## src/rtl/uart_probe_sampler_if.sv

```systemverilog
// ---------------------------------------------------------------------------
// uart_probe_sampler_if
//   Playback port of the probe sampler: a request/valid stream that carries
//   captured samples, oldest first, to fabric logic.
//
//   Signals
//     rd_req    consumer -> sampler  request the next playback sample
//     rd_data   sampler -> consumer  playback sample (zero when not valid)
//     rd_valid  sampler -> consumer  rd_data valid this cycle
//     rd_last   sampler -> consumer  with rd_valid: last sample of capture
//
//   Modports
//     master  the consumer (UART dump, register read)
//     slave   the sampler
// ---------------------------------------------------------------------------
interface uart_probe_sampler_if #(
  parameter int PROBE_W = 16
);
  logic               rd_req;
  logic [PROBE_W-1:0] rd_data;
  logic               rd_valid;
  logic               rd_last;

  modport master (output rd_req, input rd_data, rd_valid, rd_last);
  modport slave  (input rd_req, output rd_data, rd_valid, rd_last);
endinterface

```

## src/rtl/uart_probe_sampler.sv

```systemverilog
// ---------------------------------------------------------------------------
// uart_probe_sampler
//   Lightweight capture block for uart_reader debug signals. Records the
//   probe vector into a circular buffer, keeps PRE_TRIG samples of history,
//   triggers on a masked pattern match or an external trigger, stores the
//   post-trigger window and then plays the whole DEPTH-sample capture back
//   oldest-first over the rd port.
//
//   Parameters
//     PROBE_W   width of the probe vector / stored samples
//     DEPTH     buffer depth in samples (power of 2, >= 4)
//     PRE_TRIG  samples kept before the trigger sample (0 .. DEPTH-1)
//
//   Ports
//     clk         single clock
//     rst         asynchronous reset, active high
//     probe       signals sampled every clk
//     arm         one-cycle pulse: start or restart a capture
//     trig_mask   bits taking part in the pattern compare
//     trig_value  pattern compared under trig_mask
//     trig_ext    external trigger, level sampled each cycle
//     rd          playback port (slave side of uart_probe_sampler_if)
//     state       0 IDLE, 1 FILL, 2 ARMED, 3 POST, 4 DONE
//     triggered   trigger seen in the current capture
//     done        capture complete, buffer readable
// ---------------------------------------------------------------------------
module uart_probe_sampler #(
  parameter int PROBE_W  = 16,
  parameter int DEPTH    = 64,
  parameter int PRE_TRIG = 16
) (
  input  logic                clk,
  input  logic                rst,
  input  logic [PROBE_W-1:0]  probe,
  input  logic                arm,
  input  logic [PROBE_W-1:0]  trig_mask,
  input  logic [PROBE_W-1:0]  trig_value,
  input  logic                trig_ext,
  uart_probe_sampler_if.slave rd,
  output logic [2:0]          state,
  output logic                triggered,
  output logic                done
);

  localparam int ADDR_W = $clog2(DEPTH);
  localparam int CNT_W  = ADDR_W + 1;

  // Terminal values of the write counter in FILL and POST. POST counts the
  // trigger sample itself, so it stops after DEPTH-PRE_TRIG samples.
  localparam logic [CNT_W-1:0]  PRE_LAST  = CNT_W'(PRE_TRIG - 1);
  localparam logic [CNT_W-1:0]  POST_LAST = CNT_W'(DEPTH - PRE_TRIG - 1);
  localparam logic [ADDR_W-1:0] PRE_OFS   = ADDR_W'(PRE_TRIG);

  typedef enum logic [2:0] {
    S_IDLE  = 3'd0,
    S_FILL  = 3'd1,
    S_ARMED = 3'd2,
    S_POST  = 3'd3,
    S_DONE  = 3'd4
  } state_t;

  state_t cur, nxt;

  logic [PROBE_W-1:0] mem [DEPTH];
  logic [PROBE_W-1:0] rd_raw;
  logic [ADDR_W-1:0]  wr_ptr;
  logic [ADDR_W-1:0]  rd_ptr;
  logic [ADDR_W-1:0]  rd_cnt;
  logic [CNT_W-1:0]   fill_cnt;
  logic               hit;
  logic               wr_en;
  logic               rd_fire;

  // An all-zero mask disables the pattern compare rather than matching
  // everything; only trig_ext can fire then.
  assign hit = ((|trig_mask) && ((probe & trig_mask) == (trig_value & trig_mask)))
             || trig_ext;

  // -------------------------------------------------------------------------
  // Next-state / control decode. arm outranks everything else.
  // -------------------------------------------------------------------------
  always_comb begin
    // NOTE: every output of this block gets a default first so no path can
    // leave one unassigned and infer a latch.
    nxt     = cur;
    wr_en   = 1'b0;
    rd_fire = 1'b0;
    if (arm) begin
      nxt = (PRE_TRIG == 0) ? S_ARMED : S_FILL;
    end else begin
      case (cur)
        S_FILL: begin
          wr_en = 1'b1;
          if (fill_cnt == PRE_LAST) nxt = S_ARMED;
        end
        S_ARMED: begin
          wr_en = 1'b1;
          if (hit) nxt = (DEPTH - PRE_TRIG == 1) ? S_DONE : S_POST;
        end
        S_POST: begin
          wr_en = 1'b1;
          if (fill_cnt == POST_LAST) nxt = S_DONE;
        end
        S_DONE:  rd_fire = rd.rd_req;
        default: ;
      endcase
    end
  end

  always_ff @(posedge clk or posedge rst) begin
    // NOTE: sequential state uses non-blocking assignments so every register
    // samples pre-edge values regardless of statement order.
    if (rst) cur <= S_IDLE;
    else     cur <= nxt;
  end

  // -------------------------------------------------------------------------
  // Pointers, counters and status flags.
  // -------------------------------------------------------------------------
  always_ff @(posedge clk or posedge rst) begin
    if (rst) begin
      wr_ptr      <= '0;
      rd_ptr      <= '0;
      rd_cnt      <= '0;
      fill_cnt    <= '0;
      triggered   <= 1'b0;
      done        <= 1'b0;
      rd.rd_valid <= 1'b0;
      rd.rd_last  <= 1'b0;
    end else begin
      done        <= (nxt == S_DONE);
      rd.rd_valid <= rd_fire;
      // rd_cnt indexes the playback sample; DEPTH is a power of two, so the
      // DEPTH-th sample is the one where rd_cnt is all ones.
      rd.rd_last  <= rd_fire && (rd_cnt == '1);

      if (arm) begin
        wr_ptr    <= '0;
        fill_cnt  <= '0;
        rd_ptr    <= '0;
        rd_cnt    <= '0;
        triggered <= 1'b0;
      end else begin
        if (wr_en) wr_ptr <= wr_ptr + 1'b1;
        case (cur)
          S_FILL: fill_cnt <= fill_cnt + 1'b1;
          S_ARMED: begin
            if (hit) begin
              // The trigger sample lands at wr_ptr; the oldest kept sample
              // sits PRE_TRIG slots behind it, which is where playback starts.
              rd_ptr    <= wr_ptr - PRE_OFS;
              rd_cnt    <= '0;
              fill_cnt  <= CNT_W'(1);
              triggered <= 1'b1;
            end
          end
          S_POST: fill_cnt <= fill_cnt + 1'b1;
          S_DONE: begin
            if (rd_fire) begin
              rd_ptr <= rd_ptr + 1'b1;
              rd_cnt <= rd_cnt + 1'b1;
            end
          end
          default: ;
        endcase
      end
    end
  end

  // -------------------------------------------------------------------------
  // Sample buffer: synchronous write, synchronous read (block-RAM friendly).
  // -------------------------------------------------------------------------
  always_ff @(posedge clk) begin
    // NOTE: the buffer and its read register carry no reset so they map onto
    // RAM; rd_data is masked by rd_valid to present zero outside playback.
    if (wr_en) mem[wr_ptr] <= probe;
    rd_raw <= mem[rd_ptr];
  end

  assign rd.rd_data = rd.rd_valid ? rd_raw : '0;
  assign state      = cur;

endmodule
```

## src/flat_wrapper.sv

```systemverilog
// flat-port wrapper written by rule: the top's interface ports become plain ports
module uart_probe_sampler_flat 
#(
  parameter int PROBE_W  = 16,
  parameter int DEPTH    = 64,
  parameter int PRE_TRIG = 16
)
  (clk, rst, probe, arm, trig_mask, trig_value, trig_ext, state, triggered, done, rd_rd_req, rd_rd_data, rd_rd_valid, rd_rd_last);
  uart_probe_sampler_if #(.PROBE_W(PROBE_W)) rd_i ();
  input  logic clk;
  input  logic rst;
  input  logic [PROBE_W-1:0] probe;
  input  logic arm;
  input  logic [PROBE_W-1:0] trig_mask;
  input  logic [PROBE_W-1:0] trig_value;
  input  logic trig_ext;
  output logic [2:0] state;
  output logic triggered;
  output logic done;
  input wire logic [$bits(rd_i.rd_req)-1:0] rd_rd_req;
  output wire logic [$bits(rd_i.rd_data)-1:0] rd_rd_data;
  output wire logic [$bits(rd_i.rd_valid)-1:0] rd_rd_valid;
  output wire logic [$bits(rd_i.rd_last)-1:0] rd_rd_last;
  assign rd_i.rd_req = rd_rd_req;
  assign rd_rd_data = rd_i.rd_data;
  assign rd_rd_valid = rd_i.rd_valid;
  assign rd_rd_last = rd_i.rd_last;
  uart_probe_sampler #(.PROBE_W(PROBE_W), .DEPTH(DEPTH), .PRE_TRIG(PRE_TRIG)) u_core (.clk(clk), .rst(rst), .probe(probe), .arm(arm), .trig_mask(trig_mask), .trig_value(trig_value), .trig_ext(trig_ext), .rd(rd_i), .state(state), .triggered(triggered), .done(done));
endmodule
```

## config.mk

```make
export PLATFORM = sky130hd
export DESIGN_NAME = uart_probe_sampler_flat
export DESIGN_NICKNAME = d
export VERILOG_FILES = /design/src/rtl/uart_probe_sampler_if.sv /design/src/rtl/uart_probe_sampler.sv /design/src/flat_wrapper.sv
export SDC_FILE = /design/constraint.sdc
export NUM_CORES = 1
export LEC_CHECK = 0
export ABC_AREA = 1
export BUFFER_PORTS_ARGS = -buffer_cell sky130_fd_sc_hd__buf_2
export CAP_MARGIN = 20
export CORE_ASPECT_RATIO = 0.75
export CORE_MARGIN = 3
export CORE_UTILIZATION = 55
export CTS_BUF_LIST = sky130_fd_sc_hd__clkbuf_4 sky130_fd_sc_hd__clkbuf_8 sky130_fd_sc_hd__clkbuf_16
export CTS_CLUSTER_SIZE = 24
export DETAILED_ROUTE_END_ITERATION = 6
export GPL_ROUTABILITY_DRIVEN = 0
export PLACE_DENSITY = 0.69
export RECOVER_POWER = 100
export SLEW_MARGIN = 15
export SYNTH_ARGS = -nofsm -noshare
export SYNTH_HDL_FRONTEND = slang
export SYNTH_SLANG_ARGS = --single-unit
```

## constraint.sdc

```tcl
create_clock -name clk -period 2.8 [get_ports clk]
set_input_delay 0.7 -clock clk [delete_from_list [all_inputs] [get_ports clk]]
set_output_delay 0.7 -clock clk [all_outputs]
set_load 0.02 [all_outputs]
```

---- Word-level counts from Yosys, hierarchy flattened ----
Memory sizes are Yosys's and may differ from the RTL's. A register that Yosys moved wholly into a read port is not among the register bits.
Cells that the tools add are included.
cells by class
  reduce and logical (&&, ||, !) cells .... 14
  bitwise logic cells ..................... 2
  eq/ne operators ......................... 11
  muxes and demuxes ....................... 28
  $add $sub $neg .......................... 5
operator list
  kind                                                   number
  two-way mux 6 bit                                      8
  AND 16 bit                                             2
  case mux 6 bit (2 select lines)                        2
  adder 6 x 1 -> 6 bit, second input constant            3
  == test 16 bit                                         1
  two-way mux 16 bit                                     1
  OR reduction 16 bit                                    1
  two-way mux 7 bit                                      2
  case mux 7 bit (2 select lines)                        1
  two-way mux 3 bit                                      4
  two-way mux 1 bit                                      9
  case mux 3 bit (3 select lines)                        1
  adder 7 x 1 -> 7 bit, second input constant            1
  == test 7 x 4 -> 1 bit, second input constant          1
  == test 7 x 6 -> 1 bit, second input constant          1
  == test 3 x 2 -> 1 bit, second input constant          2
  == test 3 bit, second input constant                   2
  == test 6 bit, second input constant                   1
  inequality test 3 x 2 -> 1 bit, second input constant  2
  nonzero test 2 bit                                     3
  nonzero test 3 bit                                     2
  subtractor 6 x 5 -> 6 bit, second input constant       1
  AND reduction 2 bit                                    2
  == test 3 x 1 -> 1 bit, second input constant          1
  other kinds (5)                                        6
word-level totals
  input port bits ......................... 53
  word-level logic and storage cells ...... 70
  bits in writable memories ............... 1024
  output and inout bits ................... 23
  memories kept ........................... 1
  register bits ........................... 32
memories
  name        depth  bits a word  rd ports  clocked after memory_dff  write ports  line                      RTL
  u_core.mem  64     16           1         1                         1            uart_probe_sampler.sv:64  logic [PROBE_W-1:0] mem [DEPTH];

---- Depth between registers and ports, before layout ----
  depth after elaboration ................. 8
  depth in mapped cells ................... 12
  depth with buffers taken out ............ 11

---- Least setup slack after synthesis ----
Ideal clock, no wire load.
  path type ............................... reg-to-reg
  start ................................... register u_core.cur[0], in the netlist u_core.state[0]
  end ..................................... memory u_core.mem[0][0], enable pin
  path buffers ............................ 0
  slack ................................... 0.265 ns
  setup time .............................. 0.388 ns
  clock period less this slack ............ 2.535 ns
  data arrival time ....................... 2.147 ns
  stages on the path, launching flop included .. 9
  cell sequence ........................... dfrtp_1 inv_2 nor2_2 nor2_1 nor2_4 inv_2 nor2_4 nand2_1 nor2_1
between the ends
  cells in the longest elaborated chain, start to end .. 6
  elaborated cells between the ends (all ways) .. 8
ends and longest elaborated chain
  element                                                                  line                       RTL
  start, declared                                                          uart_probe_sampler.sv:62   state_t cur, nxt;
  start signal, assigned                                                   uart_probe_sampler.sv:114  else cur <= nxt;
  == test 3 x 1 -> 1 bit / == test 3 x 2 -> 1 bit (equally long branches)  uart_probe_sampler.sv:91   case (cur)
  OR reduction 3 bit (no source line) (*)                                  n/a
  two-way mux 1 bit (*)                                                    uart_probe_sampler.sv:91
  two-way mux 1 bit (*)                                                    uart_probe_sampler.sv:88   if (arm) begin
  two-way mux 1 bit (*)                                                    uart_probe_sampler.sv:176  if (wr_en) mem[wr_ptr] <= probe;
  two-way mux 1 bit (not written as such) (*)                              uart_probe_sampler.sv:176
  end, declared                                                            uart_probe_sampler.sv:64
Every way passes the cells marked *; elsewhere a longest branch is shown, timed or not.

---- Worst setup path in the final report ----
  start ................................... register u_core.rd.rd_valid
  end ..................................... output port rd_rd_data[12]
between the ends
  cells in the longest elaborated chain, start to end .. 1
ends and longest elaborated chain
  element                 line                         RTL
  start, declared         uart_probe_sampler_if.sv:25  modport slave (input rd_req, output rd_data, rd_valid, rd_last);
  start signal, assigned  uart_probe_sampler.sv:132    rd.rd_valid <= rd_fire;
  two-way mux 16 bit      uart_probe_sampler.sv:180    assign rd.rd_data = rd.rd_valid ? rd_raw : '0;
  end, declared           flat_wrapper.sv:21           output wire logic [$bits(rd_i.rd_data)-1:0] rd_rd_data;
Every way passes these cells.

==> flow_summary.yaml <==
setup_path:
  crit_type: "flip-flop to primary output"
  crit_path_top_delay_cell: "dfrtp_1"
  critPathBufInv: 3
  max_stage_delay_ps: 360
  reg2reg_from: "u_core.rd_ptr[0]$_DFFE_PP0P_"
  path_cells: "buf_4, nand2_1, inv_1, clkbuf_1"
  worstPathMaxFanout: 16
  worst_setup_path_start_kind: "flip-flop"
  rrSetupSlack_ps: 240
  critPathLaunch: "u_core.rd.rd_valid$_DFF_PP0_"
  crit_path_end: "rd_rd_data[12]"
  cp-end-kind: "primary output"
  path_delay_family: "buffers and inverters"
  crit_cells: 4
  r2r-end: "u_core.rd_raw[10]$_DFF_P_"
  required_ps: 2100
  rr_worst_depth: 10
  arrival_ps: 1920
clocking:
  cts_root_buf: "clkbuf_16"
  htree_levels: 3
  cts_made_buffers: 100
  cts_tree: "yes"
  holdBufCountCts: 0
  cts_post_setup_buffers_inserted: 0
  clock_latency_ps: 680
  path_clk_slew_ps: 60
  cts_resized: 0
  clk_path_buf_depth: 3
  cts.sinks: 1072
sta:
  worst_pin_slew_ps: 2330
  fmax_mhz: 382
  fin_worst_skew_ps: 29.6
  period_minus_slack_ps: 2620
  hold_viol: 0
  finalSetupViolCount: 0
  tns_ps: 0
  drv_slew: 936
  relSlewSlack: -0.554
  finalCritPeriodShare: 0.936
  rsz0062_at_grt: "false"
logic_synthesis:
  syn-num-nets: 3808
  yosysUniqueCellTypes: 33
  seq_area_frac_synth: 0.705
  yosys_warnings: 0
  ys_seq_elements: 1072
  yosysTopAreaCellShare: 0.680
  syn_avg_cell_area_um2: 12.1
  synth.area.top_cells: "edfxtp_1, nand3_1, inv_1"
  synth_area_um2: 45200
  synth_area_leader_cell: "edfxtp_1"
  syn_inst: 3747
pwr:
  leakage_nw: 18.3
  p_seq_frac: 0.519
  combinationalPowerShare: 0.078
  power.internal_w: 0.0263
  finalPower_w: 0.0342
  ir_drop_v: 0.000465
  p_per_area_nw_per_um2: 676
  p_sw_w: 0.00790
  switching_share: 0.231
  clkPwrFrac: 0.403
drt:
  drtIter0Drc: 4034
  vias: 29500
  viasPerCell: 5.89
  postRouteAntennaNets: 0
  first_pass_iters: 7
  routedWlPerCell_um: 23.3
  routed_wl_um: 117000
  drcViolationCount: 1
floorplan:
  die_width_um: 337
  core_area_um2: 81000
  die_y_um: 254
  rows: 90
  start_util: 0.558
  die-area_um2: 85700
  io-pin-count: 76
final_layout:
  syn_to_final_growth_pct: 12.0
  drive_above_1_share: 0.122
  diodes: 0
  fin_nets: 3939
  fin_cells: 5020
global_routing:
  grt_pass1_wl_um: 174000
  antenna_found_initial: 0
  grt_max_degree: 134
  grt_pass1_vias: 27600
  grt_usage: 0.274
  grt_overflow: 0
min_path:
  min_path_type: "primary input to asynchronous set/reset pin"
placed_design:
  io_buffers: 75
  dp_hpwl_um: 71800
  dp.cells: 4834
status:
  status: "finished with violations"
  violations: "design-rule violations, max-capacitance violations, max-slew violations"
job:
  drv_cap: 17
## state kept, by name, indices dropped and copies added (netlist names)
name / flops
u_core.rd_cnt: 6
u_core.rd_ptr: 6
u_core.triggered: 1
u_core.rd.rd_valid: 1
u_core.state: 3
u_core.rd_raw: 16
u_core.fill_cnt: 7
u_core.done: 1
u_core.wr_ptr: 6
u_core.rd.rd_last: 1
u_core.mem: 1024
## routing by layer
metal | share of wire | track usage | vias to the layer above
met5 | 0 | 0 | -
met4 | 0.024 | 0.0748 | 0
met3 | 0.11 | 0.0617 | 179
met2 | 0.43 | 0.392 | 1464
met1 | 0.44 | 0.423 | 14400
li1 | - | - | 13500
## how the worst min path moves through the flow
| stage | slack, ps | end | cells after the start | from |
|---|---|---|---|---|
| after floorplan | 440 | u_core.rd_cnt[5]$_DFFE_PP0P_ | 2 | u_core.rd_cnt[5]$_DFFE_PP0P_ |
| after global placement | 480 | u_core.fill_cnt[3]$_DFFE_PP0P_ | 2 | u_core.fill_cnt[3]$_DFFE_PP0P_ |
| after detailed placement | 490 | u_core.fill_cnt[3]$_DFFE_PP0P_ | 2 | u_core.fill_cnt[3]$_DFFE_PP0P_ |
| after CTS | 200 | u_core.wr_ptr[4]$_DFFE_PP0P_ | 2 | rst |
| after global routing | 240 | u_core.fill_cnt[6]$_DFFE_PP0P_ | 2 | rst |
| final | 200 | u_core.wr_ptr[4]$_DFFE_PP0P_ | 2 | rst |
## power groups by stage
stage	logic, W	clock network [W]	registers, W
floorplan	0.00153	0	0.0180
detailed placement	0.00266	0	0.0181
finish	0.00267	0.0138	0.0178
global placement	0.00262	0	0.0181
CTS	0.00268	0.0140	0.0178
global route	0.00290	0.0146	0.0178
## cell usage in the layout, fill, tap and decap left out, drive strengths merged, types with 10 or more instances in the layout
cell | Yosys | routed
a21oi | 268 | 268
buf | 146 | 161
bufinv | 0 | 11
clkbuf | 87 | 222
clkinv | 0 | 43
dfrtp | 32 | 32
dfxtp | 16 | 16
edfxtp | 1024 | 1024
inv | 580 | 586
nand2 | 384 | 384
nand3 | 526 | 526
nand4 | 10 | 10
nor2 | 107 | 107
o211ai | 257 | 257
o21ai | 270 | 270
## cells in the mapped netlist
library cell     n
a211oi_1         3
a21boi_0         3
a21oi_1        268
buf_1           26
buf_2           90
buf_4            2
buf_6           28
clkbuf_1        87
dfrtp_1         32
dfxtp_1         16
edfxtp_1      1024
ha_1             8
inv_1          576
inv_2            4
nand2_1        384
nand3_1        523
nand3_2          3
nand3b_1         4
nand4_1         10
nor2_1         104
nor2_2           1
nor2_4           2
nor3_1           9
nor4_1           4
o211ai_1       165
o211ai_2        92
o21a_1           1
o21ai_0        255
o21ai_1         15
o21bai_1         2
o221ai_1         1
or2_2            4
xor2_1           1
## cell families (layout without fill, tap and decap cells)
kind of cell	after synthesis	count (layout)	share of synthesized area
compound gates	805	805	0.114
xor+xnor	1	1	0.000194
fa+ha+maj	8	8	0.00221
buf+inv	813	1028	0.0748
flops	1072	1072	0.705
simple gates	1048	1048	0.104
## worst register-to-register path: cells and delay by family (launching register included)
family                 cells  cell delay, ps
AND/OR/NAND/NOR            6             680
flip-flops                 1             860
buffers and inverters      3             830
AO/OA/AOI/OAI              1              80
## per-stage QoR
step           worst slack (ps)  area [um^2]  hold slack [ps]  utilization
6_report                    180        50600              199        0.626
4_1_cts                     252        51000              196        0.630
3_5_place_dp                381        47700              494        0.589
5_1_grt                    95.0        50600              244        0.626
2_1_floorplan               265        45200              442            -
3_3_place_gp                427        47700              480        0.589
## layout make-up
type                            count  area (um^2)
Timing Repair Buffer              262         1990
Inverter                          580         2180
Fill cell                        6158        30300
Tap cell                         1058         1320
Clock buffer                      121         2680
Sequential cell                  1072        31900
Clock inverter                     65          643
Multi-Input combinational cell   1862         9950
Power figures use the tool's default switching activity.
